## src/rtl/cfg_types_pkg.sv

```systemverilog
// Shared types for the accelerator and its APB control block: accelerator
// state/error enums, control FSM states and the register map layout.
package cfg_types_pkg;

    typedef enum logic [1:0] {
        ST_IDLE    = 2'd0,
        ST_RUNNING = 2'd1,
        ST_DONE    = 2'd2
    } acc_state_t;

    typedef enum logic [1:0] {
        ER_NONE        = 2'd0,
        ER_INVALID_CFG = 2'd1
    } acc_error_t;

    typedef enum logic [1:0] {
        CS_IDLE   = 2'd0,
        CS_LAUNCH = 2'd1,
        CS_RUN    = 2'd2
    } acc_ctrl_state_t;

    // Word offsets, decoded from paddr[3:2]
    localparam logic [1:0] ACC_REG_CTRL   = 2'd0;
    localparam logic [1:0] ACC_REG_STATUS = 2'd1;
    localparam logic [1:0] ACC_REG_CFG    = 2'd2;
    localparam logic [1:0] ACC_REG_CYCLES = 2'd3;

    localparam int CTRL_START_BIT    = 0;
    localparam int CTRL_IRQ_EN_BIT   = 1;

    localparam int STATUS_BUSY_BIT    = 0;
    localparam int STATUS_RUNNING_BIT = 1;
    localparam int STATUS_ACC_ERR_BIT = 2;
    localparam int STATUS_DONE_BIT    = 3;
    localparam int STATUS_CFG_ERR_BIT = 4;

    // The address counter walks word pairs, so a run needs a nonzero even count
    function automatic logic cfg_is_valid(input logic [7:0] count);
        return (count != 8'd0) && !count[0];
    endfunction

endpackage

```

## src/rtl/acc_cycle_counter.sv

```systemverilog
// 32-bit run-length counter: synchronous clear, count enable, saturates at all ones.
module acc_cycle_counter (
    input  logic        clk,
    input  logic        rst,
    input  logic        clr,
    input  logic        en,
    output logic [31:0] count
);

    always_ff @(posedge clk or posedge rst) begin
        if (rst) begin
            count <= 32'd0;
        end else if (clr) begin
            count <= 32'd0;
        end else if (en && (count != 32'hFFFF_FFFF)) begin
            count <= count + 32'd1;
        end
    end

endmodule

```

## src/rtl/acc_ctrl_regs.sv

```systemverilog
// APB register block that configures, launches and monitors the address-counter
// accelerator. Optional level interrupt enabled by defining ACC_CTRL_IRQ_EN.
module acc_ctrl_regs
    import cfg_types_pkg::*;
#(
    parameter int ADDR_WIDTH = 12,
    parameter int DATA_WIDTH = 32
) (
    input  logic                  clk,
    input  logic                  rst,
    input  logic                  psel,
    input  logic                  penable,
    input  logic                  pwrite,
    input  logic [ADDR_WIDTH-1:0] paddr,
    input  logic [DATA_WIDTH-1:0] pwdata,
    output logic [DATA_WIDTH-1:0] prdata,
    output logic                  pready,
    output logic                  pslverr,
    output logic                  start,
    output logic [7:0]            max_cnt,
    output logic [7:0]            incr,
    input  logic                  done,
    input  acc_state_t            accel_state,
    input  acc_error_t            accel_error,
    output logic                  irq
);

    acc_ctrl_state_t state, next_state;
    logic [15:0] cfg_reg;
    logic        done_flag;
    logic        cfg_err_flag;
    logic        irq_en;
    logic [31:0] cycles;

    logic [1:0] reg_sel;
    logic       wr_access, busy, start_req, cfg_wr, status_wr, ctrl_wr_ok;
    logic       launch, bad_start, done_set;
    logic       unused_bits;

    assign reg_sel    = paddr[3:2];
    assign wr_access  = psel & penable & pwrite;
    assign busy       = (state != CS_IDLE);
    assign start_req  = wr_access && (reg_sel == ACC_REG_CTRL) && pwdata[CTRL_START_BIT];
    assign cfg_wr     = wr_access && (reg_sel == ACC_REG_CFG);
    assign status_wr  = wr_access && (reg_sel == ACC_REG_STATUS);
    assign ctrl_wr_ok = wr_access && (reg_sel == ACC_REG_CTRL) && !(busy && pwdata[CTRL_START_BIT]);
    assign launch     = start_req && !busy && cfg_is_valid(cfg_reg[7:0]);
    assign bad_start  = start_req && !busy && !cfg_is_valid(cfg_reg[7:0]);
    assign done_set   = (state == CS_RUN) && done;

    assign pready  = 1'b1;
    assign pslverr = busy && (cfg_wr || start_req);
    assign start   = (state == CS_LAUNCH);
    assign max_cnt = cfg_reg[7:0];
    assign incr    = cfg_reg[15:8];

    assign unused_bits = ^{paddr[ADDR_WIDTH-1:4], paddr[1:0], pwdata[DATA_WIDTH-1:16]};

    always_ff @(posedge clk or posedge rst) begin
        if (rst) begin
            state <= CS_IDLE;
        end else begin
            state <= next_state;
        end
    end

    always_comb begin
        next_state = state;
        case (state)
            CS_IDLE:   if (launch) next_state = CS_LAUNCH;
            CS_LAUNCH: next_state = CS_RUN;
            CS_RUN:    if (done) next_state = CS_IDLE;
            default:   next_state = CS_IDLE;
        endcase
    end

    // Sticky flags: a hardware set in the same cycle as a W1C wins
    always_ff @(posedge clk or posedge rst) begin
        if (rst) begin
            cfg_reg      <= 16'd0;
            done_flag    <= 1'b0;
            cfg_err_flag <= 1'b0;
        end else begin
            if (cfg_wr && !busy) begin
                cfg_reg <= pwdata[15:0];
            end
            if (done_set) begin
                done_flag <= 1'b1;
            end else if (status_wr && pwdata[STATUS_DONE_BIT]) begin
                done_flag <= 1'b0;
            end
            if (bad_start) begin
                cfg_err_flag <= 1'b1;
            end else if (status_wr && pwdata[STATUS_CFG_ERR_BIT]) begin
                cfg_err_flag <= 1'b0;
            end
        end
    end

`ifdef ACC_CTRL_IRQ_EN
    always_ff @(posedge clk or posedge rst) begin
        if (rst) begin
            irq_en <= 1'b0;
            irq    <= 1'b0;
        end else begin
            if (ctrl_wr_ok) begin
                irq_en <= pwdata[CTRL_IRQ_EN_BIT];
            end
            irq <= done_flag & irq_en;
        end
    end
`else
    assign irq_en = 1'b0;
    assign irq    = 1'b0;
    logic unused_ctrl;
    assign unused_ctrl = ctrl_wr_ok;
`endif

    acc_cycle_counter u_cycle_counter (
        .clk   (clk),
        .rst   (rst),
        .clr   (launch),
        .en    ((state == CS_LAUNCH) || (state == CS_RUN)),
        .count (cycles)
    );

    always_comb begin
        prdata = '0;
        if (psel) begin
            case (reg_sel)
                ACC_REG_CTRL: begin
                    prdata[CTRL_IRQ_EN_BIT] = irq_en;
                end
                ACC_REG_STATUS: begin
                    prdata[STATUS_BUSY_BIT]    = busy;
                    prdata[STATUS_RUNNING_BIT] = (accel_state == ST_RUNNING);
                    prdata[STATUS_ACC_ERR_BIT] = (accel_error == ER_INVALID_CFG);
                    prdata[STATUS_DONE_BIT]    = done_flag;
                    prdata[STATUS_CFG_ERR_BIT] = cfg_err_flag;
                end
                ACC_REG_CFG: begin
                    prdata[15:0] = cfg_reg;
                end
                default: begin
                    prdata[31:0] = cycles;
                end
            endcase
        end
    end

endmodule

```

## config.mk

```make
export PLATFORM = sky130hd
export DESIGN_NAME = acc_ctrl_regs
export DESIGN_NICKNAME = d
export VERILOG_FILES = /design/src/rtl/cfg_types_pkg.sv /design/src/rtl/acc_cycle_counter.sv /design/src/rtl/acc_ctrl_regs.sv
export SDC_FILE = /design/constraint.sdc
export NUM_CORES = 1
export LEC_CHECK = 0
export ABC_AREA = 1
export CAP_MARGIN = 30
export CORE_ASPECT_RATIO = 1.25
export CORE_MARGIN = 2
export CORE_UTILIZATION = 40
export CTS_BUF_LIST = sky130_fd_sc_hd__clkbuf_8
export DETAILED_ROUTE_END_ITERATION = 8
export GPL_TIMING_DRIVEN = 0
export HOLD_SLACK_MARGIN = 0.06
export PLACE_DENSITY = 0.79
export SETUP_SLACK_MARGIN = 0.4
export SLEW_MARGIN = 0
export SYNTH_ARGS = -nofsm -noshare
export SYNTH_HDL_FRONTEND = slang
export SYNTH_HIERARCHICAL = 1
export SYNTH_SLANG_ARGS = --single-unit
```

## constraint.sdc

```tcl
create_clock -name clk -period 2.9 [get_ports clk]
set_clock_uncertainty 0.15 [all_clocks]
set_input_delay 0.58 -clock clk [delete_from_list [all_inputs] [get_ports clk]]
set_output_delay 0.58 -clock clk [all_outputs]
set_load 0.005 [all_outputs]
```

Word-level counts from Yosys, hierarchy flattened
Index checks and enable logic that the tools add are counted.
{"block": "word_totals", "regBits": 52, "out_inout_bits": 52, "wordCells": 61}
{"block": "op_classes", "add_sub_neg": 1, "n_eq_ne": 9, "muxes": 15, "bitwise_logic": 2, "n_reduce_logical": 29}
{"cell": "two-way mux 32 bit", "count": 3}
{"cell": "adder 32 x 1 -> 32 bit, second input constant", "count": 1}
{"cell": "inequality test 32 bit, second input constant", "count": 1}
{"cell": "one-hot mux 11 bit (2 select lines)", "count": 1}
{"cell": "two-way mux 16 bit", "count": 1}
{"cell": "logical AND 1 bit", "count": 14}
{"cell": "one-hot mux 3 bit (3 select lines)", "count": 1}
{"cell": "equality test 2 x 1 -> 1 bit, second input constant", "count": 4}
{"cell": "nonzero test 2 bit", "count": 4}
{"cell": "nonzero test 8 bit", "count": 1}
{"cell": "one-hot mux 1 bit (3 select lines)", "count": 2}
{"cell": "one-hot mux 2 bit (3 select lines)", "count": 1}
{"cell": "equality test 2 bit, second input constant", "count": 2}
{"cell": "logical NOT 2 bit", "count": 2}
{"cell": "two-way mux 1 bit", "count": 4}
{"cell": "two-way mux 2 bit", "count": 2}
{"cell": "inequality test 2 bit, second input constant", "count": 2}
{"cell": "logical NOT 1 bit", "count": 3}
{"cell": "OR reduction 3 bit", "count": 1}
{"cell": "AND 1 bit", "count": 2}
{"cell": "logical OR 1 bit", "count": 2}
{"cell": "AND reduction 2 bit", "count": 1}
{"cell": "OR reduction 2 bit", "count": 1}

Depth between registers and ports, before layout
Gate-level depths: netlist of the first run.
{"block": "logic_depth", "ltp_word": 8, "mapped_depth": 13, "depth_no_buf": 11}

Modules after synthesis
The synthesis of the first run kept the hierarchy.
{"mod": "acc_cycle_counter", "instances": 1, "cells_per_inst": 360, "area_per_inst_um2": 2274.7, "seq_area_each_um2": 800.8}
{"mod": "acc_ctrl_regs", "instances": 1, "cells_per_inst": 190, "area_per_inst_um2": 1363.8, "seq_area_each_um2": 500.5}

Worst setup path before layout of the first run
OpenSTA, ideal clock, no wires.
{"block": "synth_timing", "kind": "input-to-output", "startpoint": "input paddr[2]", "endpoint": "output prdata[17]", "arrival_ns": 1.328, "path_slack_ns": 0.842, "cell_stages": 5, "path_cell_list": "nand2_1 > clkinv_1 > nand2_1 > clkbuf_1 > nor2_1"}
{"block": "synth_between", "elab_chain_cells": 4, "word_cells_on_any_way": 6, "classes_between": "2 x eq/ne; 2 x mux; 2 x reduce/logical"}
{"item": "start: declaration", "line_no": "acc_ctrl_regs.sv:14", "text": "input logic [ADDR_WIDTH-1:0] paddr,"}
{"item": "equality test 2 bit, or another cell as far along", "line_no": "acc_ctrl_regs.sv:130", "text": "case (reg_sel)"}
{"item": "OR reduction 3 bit (no source line) *"}
{"item": "two-way mux 16 bit *", "line_no": "acc_ctrl_regs.sv:130"}
{"item": "two-way mux 32 bit *", "line_no": "acc_ctrl_regs.sv:129", "text": "if (psel) begin"}
{"item": "end: declaration", "line_no": "acc_ctrl_regs.sv:16", "text": "output logic [DATA_WIDTH-1:0] prdata,"}
Mark *: on every way between the ends. The rest lies on a longest branch, timed or not.

Final worst setup path of the first run
{"block": "layout_timing", "startpoint": "input paddr[2]", "endpoint": "output prdata[0]"}
{"block": "layout_between", "elab_chain_cells": 3, "word_cells_on_any_way": 5, "classes_between": "2 x eq/ne; 2 x mux; 1 x reduce/logical"}
{"item": "equality test 2 bit, or another cell as far along", "line_no": "acc_ctrl_regs.sv:130"}
{"item": "one-hot mux 1 bit (3 select lines) *", "line_no": "acc_ctrl_regs.sv:130"}
{"item": "two-way mux 32 bit *", "line_no": "acc_ctrl_regs.sv:129"}
Marks and branches as above.

==> results.cfg, run 1 <==
[setup_path]
cp_max_fo = 3
cp-startpoint = paddr[2]
worst_ep_required_time_ps = 2170
critPathKind = primary input to output port
cp-end-kind = output port
startpoint_type = primary input
cp.arrival_ps = 1710
cp_slowest_stage_delay_ps = 270
crit_chain = clkdlybuf4s15_2 -> inv_2 -> nand2_4 -> inv_4 -> buf_4 -> a221oi_2 -> nor2_1 -> dlygate4sd2_1
reg2reg_from = state[0]
crit_slowest_cell = dlygate4sd2_1

[global_route]
grt_pass1_vias = 3763
grt_overflow = 0
grt_pass1_wl_microns = 16900
antenna_found_initial = 0
grt_use_total_pct = 21.3
grt_max_degree = 21

[place]
io_buffers = 77
dp_hpwl_microns = 7790
routabilityCongestion = 0.934
dp.cells = 748
placed_area_sq_um = 4590
pre_cts_ws_ps = -415

[pwr]
seqPwrFrac_pct = 40.7
internal_power_mw = 1.66
leakagePower_nw = 2.34
irDropWorstVdd_v = 0.000429
power.switching_mw = 1.04
combPwrFrac_pct = 43.3
p_clk_share_pct = 16.0
finalPower_mw = 2.70
swShare_pct = 38.7
p_per_area_nw_per_um2 = 558

[clocking]
clk_pin_slew_ps = 100
clk_latency_ps = 310
cts_buffer_depth = 2
cts_tree = built
root_buffer = clkbuf_8
cts_num_sinks = 52
htree_levels = 2
cts_inserted_buffers = 5
cts_hold_buf = 0

[detailed_routing]
drtIter0Drc = 191
routed_wire_length_per_instance_microns = 13.3
routed_via_density = 4.98
wl_met2_microns = 5100
ant_nets = 0
wl_met3_microns = 748
vias = 3819
drt_wl_total_microns = 10200
dr.pass1.iters = 5
met1Wirelength_microns = 4210
routed.top_layer = met4
drcViolationCount = 0

[logic_synthesis]
yosysSeqAreaShare_pct = 35.8
syn_avg_cell_area_sq_um = 6.62
synth_nets = 608
synth_edf_count = 0
synthCells = 550
synth_area_sq_um = 3640
synthArstFlopShare_pct = 100
ys_warn_count = 6
synth-seq-cells = 52
ys_types = 39
synth_flop_cell = dfrtp_1

[sta]
holdWs_ps = 402
grt_setup_unrepaired = yes
timing.final.crit_share_pct = 84.0
drv_slew = 0
layout_setup_ws_ps = 463
fmax_ghz = 0.410
relSlewSlack_pct = 49.2
finalSetupViolCount = 0
hold_viol_final = 0
tightestPinTransition_ps = 761
min_period_ps = 2440
fin_setup_tns_ps = 0

[floorplanning]
ios = 106
start_util_pct = 41.6
fp-row-count = 38
die_h_microns = 111
core_sq_um = 8750
dieArea_sq_um = 9880
die_x_microns = 89.3

[final_layout]
syn_to_final_growth_pct = 33.1
largest_register_ff_count = 32
final_nets = 704
drive_gt1_share_pct = 13.9
fin_cells = 767
antenna_cells = 0
postLayoutCellArea_sq_um = 4840
final_util_pct = 55.3
fill_cells = 855

[min_path]
hp-class = flop to flop
min_from = cfg_reg[11]

[run_status]
status = finished clean

[flow_run]
maxCapViolations = 0
[worst paths after layout]
path	cells past startpoint	slack (ps)	to
worst max-delay path	8	460	prdata[0]
worst min-delay path	1	400	cfg_reg[11]
worst max register to register	14	600	u_cycle_counter/count[16]
worst min register to register	1	400	cfg_reg[11]
max in group asynchronous	3	1520	u_cycle_counter/count[2]
min in group asynchronous	2	540	u_cycle_counter/count[15]
[layout by cell type, fill, tap and decap left out, types with 3 or more instances in the layout]
cell type,count
a21oi_2,3
dlymetal6s2s_1,3
clkbuf_2,7
dlygate4sd2_1,21
mux2_4,3
nand2_1,189
nand4_1,10
inv_1,65
mux2_2,9
dfrtp_1,52
a21oi_1,12
nand3b_1,3
buf_4,12
nand3_1,34
buf_2,3
xor2_1,3
buf_6,4
clkdlybuf4s15_2,3
o21ai_2,3
clkdlybuf4s50_1,45
nor2_2,4
ha_1,4
nand2_4,6
o21ai_0,19
nor2_1,80
nand2_2,5
inv_2,3
nor3_1,3
clkbuf_8,7
[critical path, delay by kind of cell]
kind | cells | cell delay [ps]
AND/OR/NAND/NOR | 2 | 150
AO/OA/AOI/OAI | 1 | 240
buffers and inverters | 5 | 730
[per-layer routing]
metal	vias to the layer above	GRT usage, %
li1	1901	-
met5	-	0
met3	21	4.63
met4	0	6.37
met2	160	36.0
met1	1737	26.7
[cell type report]
class                           count  area [sq um]  share of cell area, %
Timing Repair Buffer               89           851                   17.6
Clock buffer                        5          68.8                   1.42
Multi-Input combinational cell    411          2030                   42.0
Sequential cell                    52          1300                   26.9
Clock inverter                      3          21.3                  0.439
Inverter                           71           278                   5.74
Tap cell                          120           150                   3.10
Buffer                             16           138                   2.84
[cells in the mapped netlist (3+ instances only)]
cell / instances / area (sq um)
nand4_1: 10 / 62.6
dfrtp_1: 52 / 1300
nand2_2: 3 / 18.8
a21oi_1: 15 / 75.1
nand2_1: 193 / 724
nor2_2: 4 / 25.0
nand3_1: 34 / 170
o21ai_2: 3 / 26.3
ha_1: 4 / 50.1
buf_2: 5 / 25.0
nand3b_1: 3 / 22.5
mux2_2: 9 / 101
xor2_1: 3 / 26.3
mux2_4: 3 / 45.0
inv_1: 68 / 255
nor2_1: 80 / 300
o21ai_0: 19 / 95.1
nand2_4: 5 / 56.3
clkbuf_1: 6 / 22.5
nor3_1: 4 / 20.0
[timing repair]
| item | 4_1_cts | 5_1_grt |
|---|---|---|
| gates resized for setup | 63 | 19 |
| setup endpoints to repair | 63 | 43 |
| endpoints found under the hold margin | 0 | 0 |
| gates cloned | 1 | 0 |
| pin swaps | 0 | 0 |
| buffers inserted | 5 | 5 |
[logic make-up (layout without fill, tap and decap cells)]
kind of cell,count (synthesis),after routing,share of synthesized area (%)
compound gates,46,46,7.15
simple gates,343,343,40.4
other cells,2,2,0.206
fa+ha+maj,4,4,1.38
mux,12,12,4.02
buf+inv,87,184,10.1
xor+xnor,4,4,0.963
flops,52,52,35.8
[power by group through the flow]
stage | sequential (mW) | clock (mW) | combinational [mW]
global route | 1.12 | 0.471 | 1.30
CTS | 1.10 | 0.440 | 1.12
finish | 1.10 | 0.433 | 1.17
floorplan | 1.06 | 0 | 0.630
global placement | 1.10 | 0 | 1.06
detailed placement | 1.11 | 0 | 1.09
Power figures use the tool's default switching activity.
==> inputs of run 2 (changes only) <==
- clock period: 2.9 -> 2.3 ns (I/O delays scaled with it)
==> run 2 against run 1 <==
Net effect: critical path depth is 5 higher; design area increased by 20%; count of clock-buffer cells in the layout rose by 1; register-to-register slack worse by 510 ps; setup slack got worse by 380 ps; largest power group unchanged; total power rose by 61%; clock power rose by 33%.
==> results.cfg, run 2 (synthesized netlist as in run 1, its figures left out) <==
[pwr]
power.switching_mw = 1.75
p_clk_share_pct = 13.3
combPwrFrac_pct = 54.4
seqPwrFrac_pct = 32.3
internal_power_mw = 2.61
irDropWorstVdd_v = 0.000502
swShare_pct = 40.1
leakagePower_nw = 2.76
p_per_area_nw_per_um2 = 751

[place]
placed_area_sq_um = 4600
io_buffers = 77
routabilityCongestion = 0.945
dp_hpwl_microns = 7660

[detailed_routing]
ant_nets = 0
drtIter0Drc = 278
vias = 4362
drcViolationCount = 0
dr.pass1.iters = 6
routed_via_density = 5.28
drt_wl_total_microns = 13600
routed_wire_length_per_instance_microns = 16.5

[final_layout]
syn_to_final_growth_pct = 59.4
final_nets = 763
antenna_cells = 0
layout_common_cells = 154 x nand2_1, 73 x nor2_1, 60 x inv_1
drive_gt1_share_pct = 34.3
final_util_pct = 66.3
largest_register_ff_count = 32
postLayoutCellArea_sq_um = 5800
final_common_cell = nand2_1

[clocking]
cts_buffer_depth = 2
cts_tree = built
cts_inserted_buffers = 5
htree_levels = 2
clk_pin_slew_ps = 110
cts_hold_buf = 0
clk_latency_ps = 330
root_buffer = clkbuf_8
cts_num_sinks = 52

[sta]
fmax_ghz = 0.452
min_period_ps = 2210
timing.final.crit_share_pct = 96.2
relSlewSlack_pct = 49.5
grt_setup_unrepaired = yes
tightestPinTransition_ps = 756
finalSetupViolCount = 0
hold_viol_final = 0
drv_slew = 0
fin_setup_tns_ps = 0

[global_route]
grt_use_total_pct = 24.7
grt_pass1_wl_microns = 19300
antenna_found_initial = 0
grt_pass1_vias = 4169
grt_max_degree = 21
grt_overflow = 0

[floorplanning]
fp-row-count = 38
start_util_pct = 41.6
die_h_microns = 111
die_x_microns = 89.3
ios = 106
dieArea_sq_um = 9880
core_sq_um = 8750

[setup_path]
critPathKind = flop to flop
cp-end-kind = flop
cp_max_fo = 5
startpoint_type = flop
worst_ep_required_time_ps = 2360
cp.arrival_ps = 2270

[run_status]
status = finished clean

[flow_run]
maxCapViolations = 0

[min_path]
hp-class = flop to flop
[run 2: per-stage QoR]
step | instances | worst slack [ps] | power (mW) | hold WS (ps)
after floorplan | 550 | 421 | 2.14 | 274
after global placement | 747 | -695 | 2.73 | 334
after detailed placement | 748 | -761 | 2.78 | 339
after CTS | 814 | 242 | 4.03 | 363
after global routing | 826 | -4.89 | 4.56 | 404
final | 826 | 86.4 | 4.36 | 368
[run 2: layout make-up]
type / instances / area, sq um
Clock inverter: 2 / 15.0
Clock buffer: 6 / 82.6
Sequential cell: 52 / 1320
Timing Repair Buffer: 148 / 1380
Tap cell: 120 / 150
Fill cell: 719 / 2950
Inverter: 71 / 332
Buffer: 16 / 194
Multi-Input combinational cell: 411 / 2330
[run 2: power by group through the flow]
stage	clock [mW]	combinational, mW	sequential [mW]
global route	0.618	2.51	1.43
finish	0.578	2.37	1.41
CTS	0.570	2.09	1.37
global placement	0	1.34	1.38
detailed placement	0	1.39	1.39
floorplan	0	0.803	1.34
[run 2: final timing paths]
kind	startpoint	endpoint	slack, ps	cells past startpoint
setup / recovery	state[0]	u_cycle_counter/count[21]	90	13
hold reg to reg	cfg_err_flag	cfg_err_flag	370	2
setup reg to reg	state[0]	u_cycle_counter/count[21]	90	13
hold / removal	cfg_err_flag	cfg_err_flag	370	2
min in group asynchronous	rst	cfg_reg[1]	440	2
max in group asynchronous	rst	u_cycle_counter/count[16]	1000	3
[run 2: critical path, cell delays in order, from the launching register on]
cell       delay [ps]
dfrtp_1           430
inv_2             100
ha_4              130
buf_6             110
inv_2              50
nor3_2            210
nand2_1           140
inv_2             110
buf_12            120
clkinv_8           50
buf_4             160
clkbuf_16         150
nand3_1           100
o21ai_1            70
[run 2: routing by layer]
layer | share of wire [%] | GRT usage [%]
met1 | 36 | 27.9
met2 | 52 | 43.5
met3 | 6.9 | 5.01
met4 | 5.0 | 10.6
met5 | 0 | 0
[run 2: what timing repair did]
action | in CTS | in global routing
pin swaps | 34 | 24
setup buffers | 52 | 11
gates resized for setup | 214 | 97
gates cloned | 6 | 1
setup endpoints to repair | 70 | 67
==> inputs of run 3 (changes only) <==
- CTS_CLUSTER_SIZE: unset -> 20
==> results of run 3 <==
No change in the layout: final DEF, timing and power equal those of run 2.
